**src/rtl/number_entry_pkg.sv**
```systemverilog
// Shared constants and FSM encoding for the operator number-entry block and the display path.
// Both sides use the same digit count so the edit buffer lines up with the display digits.
package number_entry_pkg;

    localparam int          W_DEF    = 16;
    localparam int          NDIG_DEF = 5;
    localparam logic [3:0]  BCD_MAX  = 4'd9;

    typedef enum logic [1:0] {
        ST_IDLE = 2'd0,
        ST_CONV = 2'd1,
        ST_FIN  = 2'd2
    } state_t;

    // One BCD step with wrap-around: 9+1 -> 0 and 0-1 -> 9.
    function automatic logic [3:0] bcd_step(input logic [3:0] d, input logic inc);
        if (inc)
            return (d >= BCD_MAX) ? 4'd0 : d + 4'd1;
        else
            return (d == 4'd0) ? BCD_MAX : d - 4'd1;
    endfunction

endpackage

```
**src/rtl/number_entry_bcd_to_bin_seq.sv**
```systemverilog
// Sequential BCD to two's-complement converter: Horner accumulation MSD first, one digit per cycle,
// then a range check and signed result update on the finish strobe.
module bcd_to_bin_seq
    import number_entry_pkg::*;
#(
    parameter int W    = W_DEF,
    parameter int NDIG = NDIG_DEF
) (
    input  logic              i_clk,
    input  logic              i_rst,
    input  logic              i_start,
    input  logic              i_fin,
    input  logic [4*NDIG-1:0] i_bcd,
    input  logic              i_sign,
    output logic              o_last,
    output logic              o_done,
    output logic              o_err,
    output logic [W-1:0]      o_result
);

    localparam int AW = W + 1;
    localparam logic [AW-1:0] NEG_LIM = {{(AW-W){1'b0}}, 1'b1, {(W-1){1'b0}}};
    localparam logic [AW-1:0] POS_LIM = NEG_LIM - {{(AW-1){1'b0}}, 1'b1};

    logic [AW-1:0] r_acc;
    logic [2:0]    r_idx;
    logic          r_run;
    logic          r_done;
    logic          r_err;
    logic [W-1:0]  r_result;

    logic [3:0]    w_digit;
    logic [AW-1:0] w_acc_next;
    logic [AW-1:0] w_limit;
    logic [AW-1:0] w_neg;

    assign w_digit    = i_bcd[{r_idx, 2'b00} +: 4];
    // acc*10 as shift-and-add; no multiplier needed.
    assign w_acc_next = (r_acc << 3) + (r_acc << 1) + {{(AW-4){1'b0}}, w_digit};
    assign w_limit    = i_sign ? NEG_LIM : POS_LIM;
    assign w_neg      = {AW{1'b0}} - r_acc;
    assign o_last     = r_run && (r_idx == 3'd0);

    always_ff @(posedge i_clk) begin
        if (!i_rst) begin
            r_acc    <= '0;
            r_idx    <= '0;
            r_run    <= 1'b0;
            r_done   <= 1'b0;
            r_err    <= 1'b0;
            r_result <= '0;
        end else begin
            r_done <= 1'b0;
            if (i_start) begin
                r_acc <= '0;
                r_idx <= 3'(NDIG - 1);
                r_run <= 1'b1;
            end else if (r_run) begin
                r_acc <= w_acc_next;
                r_idx <= r_idx - 3'd1;
                if (r_idx == 3'd0)
                    r_run <= 1'b0;
            end
            if (i_fin) begin
                r_done <= 1'b1;
                if (r_acc > w_limit) begin
                    r_err <= 1'b1;
                end else begin
                    r_err    <= 1'b0;
                    r_result <= i_sign ? w_neg[W-1:0] : r_acc[W-1:0];
                end
            end
        end
    end

    assign o_done   = r_done;
    assign o_err    = r_err;
    assign o_result = r_result;

endmodule

```
**src/rtl/number_entry.sv**
```systemverilog
// Operator number entry: cursor/digit/sign edit buffer driven by button pulses, and an
// enter-triggered conversion of the buffer into a signed binary word.
module number_entry
    import number_entry_pkg::*;
#(
    parameter int W    = W_DEF,
    parameter int NDIG = NDIG_DEF
) (
    input  logic              i_clk,
    input  logic              i_rst,
    input  logic              i_l,
    input  logic              i_r,
    input  logic              i_up,
    input  logic              i_dn,
    input  logic              i_sgn,
    input  logic              i_clr,
    input  logic              i_enter,
    output logic [4*NDIG-1:0] o_digits,
    output logic              o_sign,
    output logic [2:0]        o_cursor,
    output logic              o_busy,
    output logic [W-1:0]      o_binary,
    output logic              o_valid,
    output logic              o_err,
    output state_t            o_state
);

    state_t r_state;
    state_t w_state_next;

    logic [4*NDIG-1:0] r_digits;
    logic              r_sign;
    logic [2:0]        r_cursor;

    logic       w_busy;
    logic       w_start;
    logic       w_fin;
    logic       w_last;
    logic       w_edit;
    logic [3:0] w_cur_digit;

    always_ff @(posedge i_clk) begin
        if (!i_rst)
            r_state <= ST_IDLE;
        else
            r_state <= w_state_next;
    end

    always_comb begin
        w_state_next = r_state;
        case (r_state)
            ST_IDLE: if (i_enter) w_state_next = ST_CONV;
            ST_CONV: if (w_last)  w_state_next = ST_FIN;
            ST_FIN:               w_state_next = ST_IDLE;
            default:              w_state_next = ST_IDLE;
        endcase
    end

    always_comb begin
        w_busy  = (r_state != ST_IDLE);
        w_start = (r_state == ST_IDLE) && i_enter;
        w_fin   = (r_state == ST_FIN);
        // Edits are only taken in IDLE, and an enter in the same cycle wins over them.
        w_edit  = (r_state == ST_IDLE) && !i_enter;
    end

    assign w_cur_digit = r_digits[{r_cursor, 2'b00} +: 4];

    always_ff @(posedge i_clk) begin
        if (!i_rst) begin
            r_digits <= '0;
            r_sign   <= 1'b0;
            r_cursor <= '0;
        end else if (w_edit) begin
            if (i_l && !i_r && (r_cursor != 3'(NDIG - 1)))
                r_cursor <= r_cursor + 3'd1;
            else if (i_r && !i_l && (r_cursor != 3'd0))
                r_cursor <= r_cursor - 3'd1;

            if (i_clr) begin
                r_digits <= '0;
                r_sign   <= 1'b0;
            end else begin
                if (i_up != i_dn)
                    r_digits[{r_cursor, 2'b00} +: 4] <= bcd_step(w_cur_digit, i_up);
                if (i_sgn)
                    r_sign <= ~r_sign;
            end
        end
    end

    bcd_to_bin_seq #(
        .W    (W),
        .NDIG (NDIG)
    ) u_conv (
        .i_clk    (i_clk),
        .i_rst    (i_rst),
        .i_start  (w_start),
        .i_fin    (w_fin),
        .i_bcd    (r_digits),
        .i_sign   (r_sign),
        .o_last   (w_last),
        .o_done   (o_valid),
        .o_err    (o_err),
        .o_result (o_binary)
    );

    assign o_digits = r_digits;
    assign o_sign   = r_sign;
    assign o_cursor = r_cursor;
    assign o_busy   = w_busy;
    assign o_state  = r_state;

endmodule

```
**config.mk**
```make
export PLATFORM = sky130hd
export DESIGN_NAME = number_entry
export DESIGN_NICKNAME = d
export VERILOG_FILES = /design/src/rtl/number_entry_pkg.sv /design/src/rtl/number_entry_bcd_to_bin_seq.sv /design/src/rtl/number_entry.sv
export SDC_FILE = /design/constraint.sdc
export NUM_CORES = 1
export LEC_CHECK = 0
export CORE_ASPECT_RATIO = 1.4
export CORE_MARGIN = 4
export CORE_UTILIZATION = 40
export CTS_CLUSTER_SIZE = 24
export DETAILED_ROUTE_END_ITERATION = 7
export PLACE_DENSITY = 0.71
export SETUP_SLACK_MARGIN = 0.4
export SLEW_MARGIN = 20
export SYNTH_ARGS = -nofsm -noshare
export SYNTH_HDL_FRONTEND = slang
export SYNTH_HIERARCHICAL = 1
export SYNTH_SLANG_ARGS = --single-unit
```
**constraint.sdc**
```tcl
create_clock -name i_clk -period 5.7 [get_ports i_clk]
set_input_delay 1.425 -clock i_clk [delete_from_list [all_inputs] [get_ports i_clk]]
set_output_delay 1.425 -clock i_clk [all_outputs]
set_load 0.01 [all_outputs]
```
# --- Word level (Yosys, flattened, before mapping) ---
# Cells that the tools add are included.
op_classes:
  n_addsub: 9
  mul: 0
  div: 0
  n_lt_le_gt_ge: 2
  n_eq_ne: 6
  shift: 4
  n_mux: 26
  bitwise_logic: 3
  n_reduce_logical: 25
ops:
  columns: ["op", "n"]
  rows:
  - ["20-bit 2-to-1 mux", 2]
  - ["20-bit by 6-bit variable part select with 4-bit output", 2]
  - ["16-bit 2-to-1 mux", 2]
  - ["4-bit 2-to-1 mux", 7]
  - ["20-bit bitwise mux", 1]
  - ["4-bit by 7-bit variable shift with 20-bit output (first input constant)", 1]
  - ["4-bit by 7-bit variable part select with 20-bit output", 1]
  - ["17-bit adder", 1]
  - ["17-bit by 4-bit adder with 17-bit output", 1]
  - ["17-bit by 16-bit > comparator with 1-bit output", 1]
  - ["1-bit by 16-bit subtractor with 16-bit output (first input constant)", 1]
  - ["3-bit 2-to-1 mux", 4]
  - ["2-bit AND reduction", 5]
  - ["2-bit nonzero test", 5]
  - ["1-bit logical AND", 7]
  - ["1-bit 2-to-1 mux", 7]
  - ["5-bit negation with 7-bit output", 1]
  - ["3-bit by 1-bit subtractor with 3-bit output (second input constant)", 2]
  - ["4-bit by 1-bit adder with 4-bit output (second input constant)", 1]
  - ["4-bit greater-or-equal comparator (second input constant)", 1]
  - ["4-bit logical NOT", 1]
  - ["2-bit 2-to-1 mux", 2]
  - ["2-bit one-hot mux with 2 select lines", 1]
  - ["4-bit by 1-bit subtractor with 4-bit output (second input constant)", 1]
  - ["other kinds (13)", 17]
totals:
  ff_bits: 65
  latchBits: 0
  ramBits: 0
  romBits: 0
  elab_cells: 86
  mem_count: 0

# --- Longest topological paths before layout ---
# Gate-level depths: netlist of the first run.
logic_depth:
  word_depth: 12
  mapped_depth: 13

# --- Hierarchy ---
# Netlist of the first run, hierarchy kept.
by_module_without_submodules:
  columns: ["mod", "instances", "cells_per_inst", "area_each_um2", "seq_area_each_um2"]
  rows:
  - ["bcd_to_bin_seq", 1, 373, 3183.1, 780.7]
  - ["number_entry", 1, 187, 1604.0, 520.5]

# --- Worst setup path after synthesis of the first run ---
# Ideal clock, no wire load.
synth_timing:
  path_kind: "reg-to-reg"
  start: "register u_conv.r_idx[0]"
  end: "register u_conv.r_acc[14]"
  t_arrival_ns: 3.017
  required_ns: 5.569
  path_slack_ns: 2.552
  stages_incl_launch_ff: 14
  synth_period_minus_slack_ns: 3.148
  cell_sequence: "dfxtp_1 > clkbuf_1 > mux4_2 > nor2b_1 > a31oi_1 > fa_1 > inv_1 > fa_1 > a21oi_1 > o211ai_1 > nand2_1 > a31oi_1 > mux2i_1 > o21ai_0"
synth_between:
  elab_chain_cells: 2
synth_lines:
  columns: ["item", "line", "text"]
  rows:
  - ["start, declared", "number_entry_bcd_to_bin_seq.sv:26", "logic [2:0] r_idx;"]
  - ["start signal, assigned", "number_entry_bcd_to_bin_seq.sv:56", "r_idx <= 3'(NDIG - 1);"]
  - ["start signal, assigned", "number_entry_bcd_to_bin_seq.sv:60", "r_idx <= r_idx - 3'd1;"]
  - ["20-bit by 6-bit variable part select with 4-bit output", "number_entry_bcd_to_bin_seq.sv:37", "assign w_digit = i_bcd[{r_idx, 2'b00} +: 4];"]
  - ["17-bit by 4-bit adder with 17-bit output", "number_entry_bcd_to_bin_seq.sv:39", "assign w_acc_next = (r_acc << 3) + (r_acc << 1) + {{(AW-4){1'b0}}, w_digit};"]
  - ["end signal, assigned", "number_entry_bcd_to_bin_seq.sv:59", "r_acc <= w_acc_next;"]
  - ["end, declared", "number_entry_bcd_to_bin_seq.sv:25", "logic [AW-1:0] r_acc;"]
# Every way passes these cells.
# A chain may end at the register's enable or synchronous reset.

# --- Worst setup path in the final report of the first run ---
# Same ends and word-level chain as after synthesis.

==> reports/results.tsv, run 1 <==
stage	metric	value	unit
final_layout	fin area	0.00571	sq mm
sta	Final Hold Viols	0	
yosys	Synth cell types	66	
placed_design	worst slack, placed	2.16	ns
sta	min Tclk post-route	3.34	ns
final_layout	area delta synth->final	19.3	%
yosys	Post-synth EDFFs	0	
floorplanning	Die H	137	um
pwr	Seq pwr share	0.401	
outcome	status	finished, final reports clean	
floorplanning	I/O pin cnt	54	
sta	period utilization	0.587	
pwr	Sw Ratio	0.264	
yosys	ys async rst share	0	
global_route	gr busiest metal	met2	
yosys	Mapped Area	0.00479	sq mm
pwr	peak supply drop	0.000111	V
clock_tree	post-CTS repair timing setup buffer count	0	
pwr	Pwr Density	212	mW/mm^2
placed_design	DP Cell Count	737	
run	Max-Cap Viols	0	
clock_tree	Hold Buf Count CTS	0	
floorplanning	DIE WIDTH	100	um
yosys	Net Count, Synth	629	
floorplanning	Starting Density	0.407	
global_route	vias in the first global route	4347	
worst_setup_path	Worst setup EP type	register	
routing	drt pass-1 iters	5	
clock_tree	CTS tree	built	
min_path	path type of the worst min-delay path	register to register	
worst_setup_path	critical path peak fanout	7	
clock_tree	H-tree lvl count	3	
global_route	initial antenna violation count	0	
yosys	syn_area_per_cell	8.55	sq um
global_route	largest net degree at the start of global routing	32	
global_route	global-route wire length before repair	20.9	mm
worst_setup_path	crit path DAT	3.53	ns
worst_setup_path	Largest stage delay, worst path	0.53	ns
sta	Fmax	299	MHz
clock_tree	CTS Buf Count	9	
clock_tree	Clock Sinks	65	
sta	relative slew slack	0.331	
final_layout	Final #Nets	670	
final_layout	Antenna Cells	0	
clock_tree	CTS max path bufs	2	
routing	DRC	0	
clock_tree	post_cts resized	0	
clock_tree	Clock Tree Root	clkbuf_16	
pwr	Sw Pwr	0.000319	W
yosys	post-synthesis sequential area ratio	0.272	
routing	routed vias	4251	
global_route	GRT met2 Usage	0.348	
routing	via-per-instance ratio	5.65	
pwr	Comb pwr share	0.122	
worst_setup_path	Worst Setup Path Type	register to register	
floorplanning	Die ar.	0.0138	sq mm
global_route	grt met3 use	0.0329	
routing	antenna viol nets, final	0	
placed_design	Port-buffer cells	53	
global_route	global-route track usage on met1	0.205	
global_route	Total Routing Usage GR	0.189	
sta	setup TNS	0	ns
final_layout	fin cells	753	
pwr	leakage power	2.43	nW
placed_design	HPWL Detailed	9.49	mm
floorplanning	Core Footprint	0.0118	sq mm
sta	max-slew violations	0	
clock_tree	Clk Latency, worst-skew pair	0.34	ns
yosys	Gate Count Post-Synth	560	
worst_setup_path	crit path launch type	register	
sta	worst-margin pin slew	1.00	ns
routing	number of DRC violations after detailed-routing iteration 0	139	
pwr	Clk pwr share	0.477	
yosys	Yosys Warn Count	6	
pwr	Internal	0.000890	W
routing	wire per inst	16.3	um
placed_design	Placer Congestion	0.830	
sta	final setup vio count	0	
yosys	top_reg_cell synth	dfxtp_1	
placed_design	placed cell areas	0.00540	sq mm
yosys	Seq cells post-synth	65	
routing	DRT Wirelength	12.3	mm
clock_tree	CTS clock-pin slew for the worst setup and hold paths	0.06	ns
sta	RSZ-0062 raised after global routing	no	
sta	Clock Skew	0.00776	ns
floorplanning	# rows	47	
final_layout	share of cells above drive strength 1	0.0710	
sta	setup ws final	2.36	ns
worst_setup_path	Required @ worst endpoint	5.88	ns
worst_setup_path	slowest stage cell, crit path	mux4_2	
worst_setup_path	crit-path cells	mux4_2 > nor2b_1 > a31oi_1 > fa_1 > inv_1 > fa_1 > a21oi_1 > o211ai_1 > nand2_1 > a31oi_1 > mux2i_1 > o21ai_0	
global_route	grt total ovfl	0	
-- power by group through the flow --
stage          sequential [W]  combinational [W]  clock, W
2_1_floorplan        0.000483           0.000116         0
3_3_place_gp         0.000494           0.000142         0
3_5_place_dp         0.000495           0.000147         0
4_1_cts              0.000485           0.000148  0.000586
5_1_grt              0.000488           0.000163  0.000605
6_report             0.000485           0.000148  0.000576
-- synthesized netlist by cell type (all sizes together), types with 7 or more instances --
library cell	n	area, sq um
a21oi	26	130
a31oi	8	56.3
buf	11	68.8
clkbuf	14	52.6
dfxtp	65	1300
ha	57	713
inv	26	97.6
mux2i	30	300
nand2	67	251
nand3	23	115
nor2	37	141
nor2b	11	68.8
nor3	7	35.0
o21ai	42	229
o31ai	8	60.1
xnor2	21	184
xor2	8	70.1
-- sequential cells by signal (all words and copies together), names as in the netlist --
signal,flops
o_digits,20
u_conv/r_acc,17
u_conv/o_result,16
o_cursor,3
u_conv/r_idx,3
o_state,2
o_sign,1
u_conv/o_done,1
u_conv/o_err,1
u_conv/r_run,1
-- final cells by class --
class / instances / area (sq um)
clock buffers: 11 / 253
clock inverters: 5 / 61.3
fillers: 1128 / 6050
inverters: 26 / 97.6
multi-input cells: 444 / 3270
flip-flops and latches: 65 / 1300
well taps: 147 / 184
repair buffers: 55 / 546
-- per-stage QoR --
step           utilization  power, W  hold WS (ns)
2_1_floorplan            -  0.000599         0.468
3_3_place_gp         0.459  0.000636         0.444
3_5_place_dp         0.459  0.000642         0.444
4_1_cts              0.485   0.00122         0.453
5_1_grt              0.485   0.00126         0.477
6_report             0.485   0.00121         0.454
-- critical path, delay by kind of cell (launching register included) --
kind	cells	cell delay, ns
AO/OA/AOI/OAI	5	0.90
multiplexers	2	0.73
adder cells (fa/ha/maj)	2	0.66
flip-flops	1	0.52
AND/OR/NAND/NOR	2	0.26
buffers and inverters	1	0.11
-- path summary, 6_finish.rpt --
kind	end	from	cells past startpoint	slack (ns)
setup / recovery	u_conv/r_acc[14]	u_conv/r_idx[0]	12	2.36
hold / removal	u_conv/o_result[6]	u_conv/o_result[6]	2	0.45
setup reg to reg	u_conv/r_acc[14]	u_conv/r_idx[0]	12	2.36
hold reg to reg	u_conv/o_result[6]	u_conv/o_result[6]	2	0.45
-- cell usage in the layout, fill, tap and decap left out, types with 6 or more instances in the layout --
cell type / synthesis / layout
a21oi_1: 26 / 26
a31oi_1: 7 / 7
and3_1: 6 / 6
clkbuf_16: 0 / 9
clkdlybuf4s50_1: 0 / 53
dfxtp_1: 65 / 65
ha_1: 57 / 57
inv_1: 25 / 25
mux2i_1: 30 / 30
nand2_1: 67 / 67
nand3_1: 23 / 23
nand4_1: 6 / 6
nor2_1: 36 / 36
nor2b_1: 11 / 11
nor3_1: 7 / 7
o21ai_0: 26 / 26
o21ai_1: 11 / 11
o31ai_1: 8 / 8
xnor2_1: 21 / 21
xor2_1: 8 / 8
-- kinds of logic after synthesis --
| family | Yosys count | share of synthesized area |
|---|---|---|
| xor gates and xnor gates | 29 | 0.0531 |
| DFF | 65 | 0.272 |
| adders and majority gates | 60 | 0.162 |
| buffers and inverters | 51 | 0.0457 |
| AOI/OAI and AO/OA | 130 | 0.187 |
| and+or+nand+nor | 189 | 0.193 |
| muxes | 36 | 0.0878 |
-- layer usage --
metal / wire length, um / vias up
li1: - / 2096
met1: 4810 / 2007
met2: 6510 / 114
met3: 453 / 34
met4: 479 / 0
met5: 0 / -
Power figures use the tool's default switching activity.
==> inputs of run 2 (changes only) <==
clock period = 3.2 ns   (was 5.7 ns; I/O delays follow)
==> run 2 against run 1 <==
Net effect:
- power up 81%
- highest routed layer unchanged
- critical endpoint unchanged
- hold slack better by 0.0077 ns
- largest power group unchanged
- sequential share of layout area is 1.1 points lower
- worst setup slack got worse by 2.3 ns
- utilization rose by 2.9 points
==> reports/results.tsv, run 2 (synthesis results as in run 1) <==
stage	metric	value	unit
final_layout	Final #Nets	693	
worst_setup_path	Required @ worst endpoint	3.40	ns
floorplanning	Starting Density	0.407	
sta	Fmax	315	MHz
sta	min Tclk post-route	3.17	ns
floorplanning	Die ar.	0.0138	sq mm
floorplanning	Die H	137	um
clock_tree	Clk Latency, worst-skew pair	0.33	ns
floorplanning	# rows	47	
final_layout	area delta synth->final	26.5	%
sta	RSZ-0062 raised after global routing	yes	
final_layout	most common cell after layout, fill and taps aside	nand2_1	
sta	setup TNS	0	ns
routing	DRT Wirelength	13.0	mm
floorplanning	DIE WIDTH	100	um
clock_tree	CTS tree	built	
clock_tree	Clock Sinks	65	
worst_setup_path	critical path peak fanout	3	
clock_tree	Clock Tree Root	clkbuf_16	
final_layout	fin util	0.515	
final_layout	share of cells above drive strength 1	0.154	
placed_design	Port-buffer cells	53	
routing	drt pass-1 iters	4	
global_route	grt total ovfl	0	
clock_tree	CTS clock-pin slew for the worst setup and hold paths	0.06	ns
routing	DRC	0	
sta	relative slew slack	0.530	
global_route	global-route track usage on met1	0.196	
routing	number of DRC violations after detailed-routing iteration 0	184	
routing	wire per inst	16.8	um
pwr	peak supply drop	0.000228	V
clock_tree	H-tree lvl count	3	
global_route	gr busiest metal	met2	
final_layout	Antenna Cells	0	
global_route	initial antenna violation count	0	
final_layout	max reg flops	20	
pwr	leakage power	2.56	nW
global_route	largest net degree at the start of global routing	34	
clock_tree	CTS Buf Count	9	
placed_design	Placer Congestion	0.881	
placed_design	placed cell areas	0.00550	sq mm
floorplanning	Core Footprint	0.0118	sq mm
final_layout	fin area	0.00606	sq mm
global_route	grt met3 use	0.0517	
global_route	Total Routing Usage GR	0.190	
placed_design	HPWL Detailed	9.67	mm
outcome	status	finished, final reports clean	
pwr	Pwr Density	362	mW/mm^2
sta	setup ws final	0.0265	ns
sta	max-slew violations	0	
clock_tree	Hold Buf Count CTS	0	
final_layout	commonest non-fill, non-tap cells in the layout	66 x nand2_1, 60 x dfxtp_1, 53 x ha_1, 53 x clkdlybuf4s50_1, 35 x nor2_1	
min_path	path type of the worst min-delay path	register to register	
sta	worst-margin pin slew	0.704	ns
sta	Clock Skew	0.00432	ns
global_route	global-route wire length before repair	20.9	mm
clock_tree	CTS max path bufs	2	
global_route	GRT met2 Usage	0.349	
worst_setup_path	crit path launch type	register	
routing	via-per-instance ratio	5.57	
worst_setup_path	Worst Setup Path Type	register to register	
sta	final setup vio count	0	
worst_setup_path	Worst setup EP type	register	
worst_setup_path	crit path DAT	3.37	ns
global_route	vias in the first global route	4468	
routing	antenna viol nets, final	0	
routing	routed vias	4321	
sta	Final Hold Viols	0	
floorplanning	I/O pin cnt	54	
placed_design	worst slack, placed	-0.0148	ns
sta	period utilization	0.992	
run	Max-Cap Viols	0	
## run 2: worst paths after layout
check | startpoint | to | slack [ns] | depth (start not counted)
hold / removal | u_conv/o_result[0] | u_conv/o_result[0] | 0.46 | 2
hold reg to reg | u_conv/o_result[0] | u_conv/o_result[0] | 0.46 | 2
setup / recovery | u_conv/r_idx[0] | u_conv/r_acc[14] | 0.03 | 12
setup reg to reg | u_conv/r_idx[0] | u_conv/r_acc[14] | 0.03 | 12
## run 2: critical path: stages (launching register included)
cell      delay [ns]
dfxtp_4         0.37
mux4_2          0.49
nor2b_4         0.15
a31oi_4         0.16
fa_1            0.45
inv_2           0.09
fa_2            0.23
a21oi_2         0.07
o211ai_1        0.34
nand2_1         0.16
a31oi_2         0.24
mux2i_1         0.20
o21ai_1         0.07
## run 2: area by class of cell
type | count | area [sq um]
flip-flops and latches | 65 | 1310
inverters | 26 | 97.6
multi-input cells | 444 | 3420
clock buffers | 12 | 267
repair buffers | 78 | 729
well taps | 147 | 184
clock inverters | 4 | 50.0
fillers | 1076 | 5710
## run 2: power by group
part | switching (W) | total (W) | internal (W)
registers | 0.0000319 | 0.000856 | 0.000824
clock network | 0.000370 | 0.00104 | 0.000665
logic | 0.000172 | 0.000302 | 0.000130
## run 2: metal layers
layer  up-vias  routed length, um
met4         0                501
met3        41                534
met1      2036               5060
met5         -                  0
met2       105               6950
li1       2139                  -
## run 2: through the flow
step           cells  hold WS (ns)  total power, W
6_report         776         0.461         0.00219
5_1_grt          776         0.475         0.00228
4_1_cts          773         0.456         0.00219
3_5_place_dp     749         0.449         0.00116
3_3_place_gp     749         0.438         0.00115
2_1_floorplan    560         0.468         0.00107
## run 2: timing repair
item	CTS	global route
setup buffers	8	3
setup endpoints to repair	12	28
pin swaps	13	25
resized for setup	12	26
